[src/rtl/pwl_alu_scheduler.sv]
// Per-sample sequencer for the shared PWL ALU: one OSC op per enabled channel, then due sweep ops.
// All outputs are registered; they are computed from the next-state values.
module pwl_alu_scheduler #(
  parameter int unsigned NUM_CH    = 4,
  parameter int unsigned RATE_BITS = 4,
  parameter int unsigned CNT_BITS  = 15
) (
  input  logic                          clk,
  input  logic                          rst_n,
  input  logic                          sample_tick,
  input  logic [NUM_CH-1:0]             chan_en,
  input  logic [NUM_CH*RATE_BITS-1:0]   sweep0_rate,
  input  logic [NUM_CH*RATE_BITS-1:0]   sweep1_rate,
  output logic                          op_valid,
  input  logic                          op_ready,
  output logic [$clog2(NUM_CH)-1:0]     op_chan,
  output logic [1:0]                    op_kind,
  output logic                          busy,
  output logic                          frame_done,
  output logic                          overrun
);

  localparam int unsigned ChW      = $clog2(NUM_CH);
  localparam int unsigned NumSweep = 2 * NUM_CH;
  localparam int unsigned SlotW    = $clog2(NumSweep);

  typedef enum logic [1:0] {StIdle, StOsc, StSweep, StDone} state_e;

  state_e              state_q, state_d;
  logic [SlotW-1:0]    slot_q, slot_d;
  logic [NUM_CH-1:0]   en_lat_q, en_lat_d;
  logic [NumSweep-1:0] pend_q, pend_d;
  logic [CNT_BITS-1:0] cnt_q, cnt_d;
  logic [NumSweep-1:0] due;

  logic                op_valid_d;
  logic [ChW-1:0]      op_chan_d;
  logic [1:0]          op_kind_d;
  logic                busy_d, frame_done_d, overrun_d;

  // Rate r fires when the low r bits of the frame count are zero; all-ones rate is off.
  function automatic logic rate_due(input logic [RATE_BITS-1:0] rate,
                                    input logic [CNT_BITS-1:0]  cnt);
    logic [CNT_BITS-1:0] mask;
    mask = (CNT_BITS'(1) << rate) - CNT_BITS'(1);
    return (rate != '1) && ((cnt & mask) == '0);
  endfunction

  always_comb begin
    due = '0;
    for (int c = 0; c < NUM_CH; c++) begin
      due[2*c]   = rate_due(sweep0_rate[c*RATE_BITS +: RATE_BITS], cnt_q);
      due[2*c+1] = rate_due(sweep1_rate[c*RATE_BITS +: RATE_BITS], cnt_q);
    end
  end

  always_ff @(posedge clk or negedge rst_n) begin
    if (!rst_n) begin
      state_q    <= StIdle;
      slot_q     <= '0;
      en_lat_q   <= '0;
      pend_q     <= '0;
      cnt_q      <= '0;
      op_valid   <= 1'b0;
      op_chan    <= '0;
      op_kind    <= '0;
      busy       <= 1'b0;
      frame_done <= 1'b0;
      overrun    <= 1'b0;
    end else begin
      state_q    <= state_d;
      slot_q     <= slot_d;
      en_lat_q   <= en_lat_d;
      pend_q     <= pend_d;
      cnt_q      <= cnt_d;
      op_valid   <= op_valid_d;
      op_chan    <= op_chan_d;
      op_kind    <= op_kind_d;
      busy       <= busy_d;
      frame_done <= frame_done_d;
      overrun    <= overrun_d;
    end
  end

  // op_valid always reflects the current slot, so a slot advances on accept or when idle.
  always_comb begin
    state_d  = state_q;
    slot_d   = slot_q;
    en_lat_d = en_lat_q;
    pend_d   = pend_q;
    cnt_d    = cnt_q;
    unique case (state_q)
      StIdle: begin
        if (sample_tick) begin
          en_lat_d = chan_en;
          pend_d   = due;
          cnt_d    = cnt_q + CNT_BITS'(1);
          slot_d   = '0;
          state_d  = StOsc;
        end
      end
      StOsc: begin
        if (!op_valid || op_ready) begin
          if (slot_q == SlotW'(NUM_CH - 1)) begin
            slot_d  = '0;
            state_d = StSweep;
          end else begin
            slot_d = slot_q + SlotW'(1);
          end
        end
      end
      StSweep: begin
        if (!op_valid || op_ready) begin
          if (op_valid) pend_d[slot_q] = 1'b0;
          if (slot_q == SlotW'(NumSweep - 1)) begin
            slot_d  = '0;
            state_d = StDone;
          end else begin
            slot_d = slot_q + SlotW'(1);
          end
        end
      end
      StDone:  state_d = StIdle;
      default: state_d = StIdle;
    endcase
  end

  always_comb begin
    op_valid_d = 1'b0;
    op_chan_d  = '0;
    op_kind_d  = '0;
    unique case (state_d)
      StOsc: begin
        op_chan_d  = slot_d[ChW-1:0];
        op_valid_d = en_lat_d[op_chan_d];
      end
      StSweep: begin
        op_chan_d  = slot_d[SlotW-1:1];
        op_kind_d  = {slot_d[0], ~slot_d[0]};
        op_valid_d = pend_d[slot_d] && en_lat_d[op_chan_d];
      end
      default: ;
    endcase
    if (!op_valid_d) begin
      op_chan_d = '0;
      op_kind_d = '0;
    end
    busy_d       = (state_d != StIdle);
    frame_done_d = (state_d == StDone);
    overrun_d    = sample_tick && (state_q != StIdle);
  end

endmodule

[config.mk]
export PLATFORM = sky130hd
export DESIGN_NAME = pwl_alu_scheduler
export DESIGN_NICKNAME = d
export VERILOG_FILES = /design/src/rtl/pwl_alu_scheduler.sv
export SDC_FILE = /design/constraint.sdc
export NUM_CORES = 1
export LEC_CHECK = 0
export ABC_AREA = 0
export CAP_MARGIN = 25
export CELL_PAD_IN_SITES_DETAIL_PLACEMENT = 0
export CELL_PAD_IN_SITES_GLOBAL_PLACEMENT = 1
export CORE_AREA = 2 2 106 108
export DETAILED_ROUTE_END_ITERATION = 10
export DIE_AREA = 0 0 108 110
export PLACE_DENSITY_LB_ADDON = 0.1
export RECOVER_POWER = 25
export SLEW_MARGIN = 20
export SYNTH_ARGS = -nofsm -noshare
export SYNTH_HDL_FRONTEND = slang
export SYNTH_SLANG_ARGS = --single-unit
[constraint.sdc]
create_clock -name clk -period 7.35 [get_ports clk]
set_clock_uncertainty 0.05 [all_clocks]
set_input_delay 1.47 -clock clk [delete_from_list [all_inputs] [get_ports clk]]
set_output_delay 1.47 -clock clk [all_outputs]
set_load 0.02 [all_outputs]
==> reports/results.tsv <==
metric	value	unit
status	finished with violations	
violations	max-capacitance violations, max-slew violations	
peakVddDrop	0.0001176	V
synthArstFlopShare	100.0	%
synth.distinct_cells	79	
holdPathEnd	en_lat_q[1]	
critPathKind	input pin to register	
drtIter0Drc	469	
antenna_found_initial	0	
die_h	110	µm
vias	5084	
floorplan.die.width	108	µm
grt_use_met3	2.939	%
routedWlPerCell	18.62	µm
post_cts_buffers	0	
cts_hold_buf	0	
grtUsageMet2	40.57	%
required	7.53	ns
layout.nets	713	
multi_input_area	3428	µm²
seq_area	1001	µm²
htreeDepth	2	
maxSlewViolCount	41	
crit_path_end_kind	register	
final_common_cell	nand2_1	
hold_viol	0	
drc	0	
rows	38	
synth_compound_area_share	32.14	%
busiest_layer	met2	
rr_worst_depth	8	
syn-instance-count	666	
whs_path_depth	2	
dr.pass1.iters	5	
crit_fanout	19	
via_per_inst	6.387	
hp-class	register to register	
mostFrequentLayoutCells	69 x nand2_1, 53 x o21ai_0, 50 x a21oi_1, 48 x nor2_1, 45 x clkdlybuf4s50_1	
ys_warn_count	0	
grt_pass1_vias	4802	
yosys.area_share.xor_xnor	3.982	%
clock_sinks	40	
synth_fp_nets	723	
grtUsageMet1	34.75	%
synthAdderAreaFrac	4.396	%
cap_violations	1	
max_clock_freq	206.0	MHz
arrival	5.03	ns
start_kind	input pin	
rr_endpoint	op_kind[1]	
reg2reg_from	cnt_q[12]	
ys_ff_latch	40	
postRouteWirelength	14.82	mm
grt_pass1_wl	24.03	mm
root_buffer	clkbuf_8	
synth_mux_area_share	3.724	%
start_util	45.23	%
diodes	0	
ant_nets	0	
setup_viol	0	
syn_area_per_cell	7.265	µm²
power	1240	µW
fillers	1085	
grt-ovfl-total	0	
synth_edf_count	0	
synth-simple-area-share	26.61	%
coreArea	10700	µm²
power_density	234.5	nW/µm²
place.gp.congestion	0.8469	
post_cts_resized	0	
period_share	66.05	%
cts_inserted_buffers	5	
cts_buffer_depth	2	
synth_ff_type	dfrtp_1	
ios	48	
seq_area_frac_synth	20.69	%
synth_top_family_by_area	compound AO/OA/AOI/OAI gates	
cts_tree	built	
rsz0062_at_grt	no	
leakage	0.001957	µW
clock_latency	0.29	ns
relSlewSlack	-41.23	%
path_clk_slew	0.07	ns
numPortBuffers	47	
dieArea	11880	µm²
drive_gt1_share	4.421	%
rrSetupSlack	4.32	ns
min_period	4.854	ns
worst_slew_pin_slew	2.118	ns
grt_use_total	25.25	%
syn_area	4838	µm²
tns	0	ns
grt_max_degree	41	
area_growth	9.310	%
dp_hpwl	10.01	mm
worstHoldStart	en_lat_q[1]	
kinds of logic after synthesis:
kind of cell | Yosys count
XOR/XNOR | 22
AO/OA/AOI/OAI | 229
buffers and inverters | 99
AND/OR/NAND/NOR | 244
multiplexers | 15
flip-flops | 40
adder cells (fa/ha/maj) | 17
cell usage after synthesis, types with 6 or more instances:
cell / n / area, µm²
o2111ai_1: 12 / 105.1
nor2_1: 48 / 180.2
o21ai_0: 53 / 265.3
nor3b_1: 9 / 67.56
ha_1: 17 / 212.7
nor2b_1: 12 / 75.07
o211ai_1: 12 / 90.09
inv_1: 32 / 120.1
a31oi_1: 11 / 68.82
clkbuf_1: 53 / 198.9
nor4b_1: 6 / 52.55
xor2_1: 10 / 87.58
mux2i_1: 9 / 90.09
a22oi_1: 8 / 60.06
nand3_1: 12 / 60.06
o22ai_1: 6 / 37.54
a21oi_1: 50 / 250.2
nor3_1: 16 / 80.08
dfrtp_1: 40 / 1001
nand2b_1: 13 / 81.33
buf_2: 9 / 45.04
and3_1: 14 / 87.58
nand2_1: 69 / 259.0
o31ai_1: 8 / 60.06
xnor2_1: 12 / 105.1
nand4_1: 12 / 75.07
report_power, final:
group / switching [µW] / internal (µW)
Clock: 71.8 / 64.5
Sequential: 102 / 286
Combinational: 407 / 308
layer usage:
layer,up-vias,share of wire [%]
met1,2390,45
met5,-,0
met4,0,3.4
li1,2452,-
met2,193,46
met3,49,6.0
metrics by stage:
step | hold slack (ns) | util [%] | std cells | setup WS [ns] | area, µm²
2_1_floorplan | 0.4101 | - | 666 | 3.198 | 4838
3_3_place_gp | 0.4358 | 48.73 | 789 | 2.413 | 5213
3_5_place_dp | 0.4506 | 48.73 | 789 | 2.298 | 5213
4_1_cts | 0.4717 | 49.45 | 796 | 2.578 | 5290
5_1_grt | 0.4952 | 49.44 | 796 | 2.218 | 5289
6_report | 0.4624 | 49.44 | 796 | 2.496 | 5289
sequential cells by signal, indices dropped and copies added, names as in the netlist:
register    cells
busy            1
cnt_q          15
en_lat_q        4
frame_done      1
op_chan         2
op_kind         2
op_valid        1
overrun         1
pend_q          8
slot_q          3
state_q         2
area by class of cell:
type	instances	share of cell area (%)
flip-flops and latches	40	18.93
clock inverters	1	0.09463
repair buffers	50	9.203
well taps	140	3.312
inverters	32	2.271
clock buffers	6	1.372
multi-input cells	527	64.82
critical path, cell delays in order:
cell and delay [ns]:
clkdlybuf4s50_1 0.72, nor3_1 0.37, nand2_1 0.12, ha_1 0.40
o21a_1 0.19, o21ai_1 0.13, o2111ai_1 0.13, a221o_1 0.31
o31ai_1 0.49, a31oi_1 0.17, a211oi_2 0.31, and3_1 0.20
worst max-delay path by stage:
stage	start	to	slack, ns	cells past startpoint
global route	sweep0_rate[14]	op_kind[1]	2.22	12
detailed placement	sweep0_rate[14]	op_kind[1]	2.30	12
CTS	sweep0_rate[14]	op_kind[1]	2.58	12
global placement	sweep0_rate[14]	op_kind[1]	2.41	12
finish	sweep0_rate[14]	op_kind[1]	2.50	12
floorplan	sweep0_rate[11]	op_kind[0]	3.20	13
No activity file was read; power rests on OpenSTA's default activity.
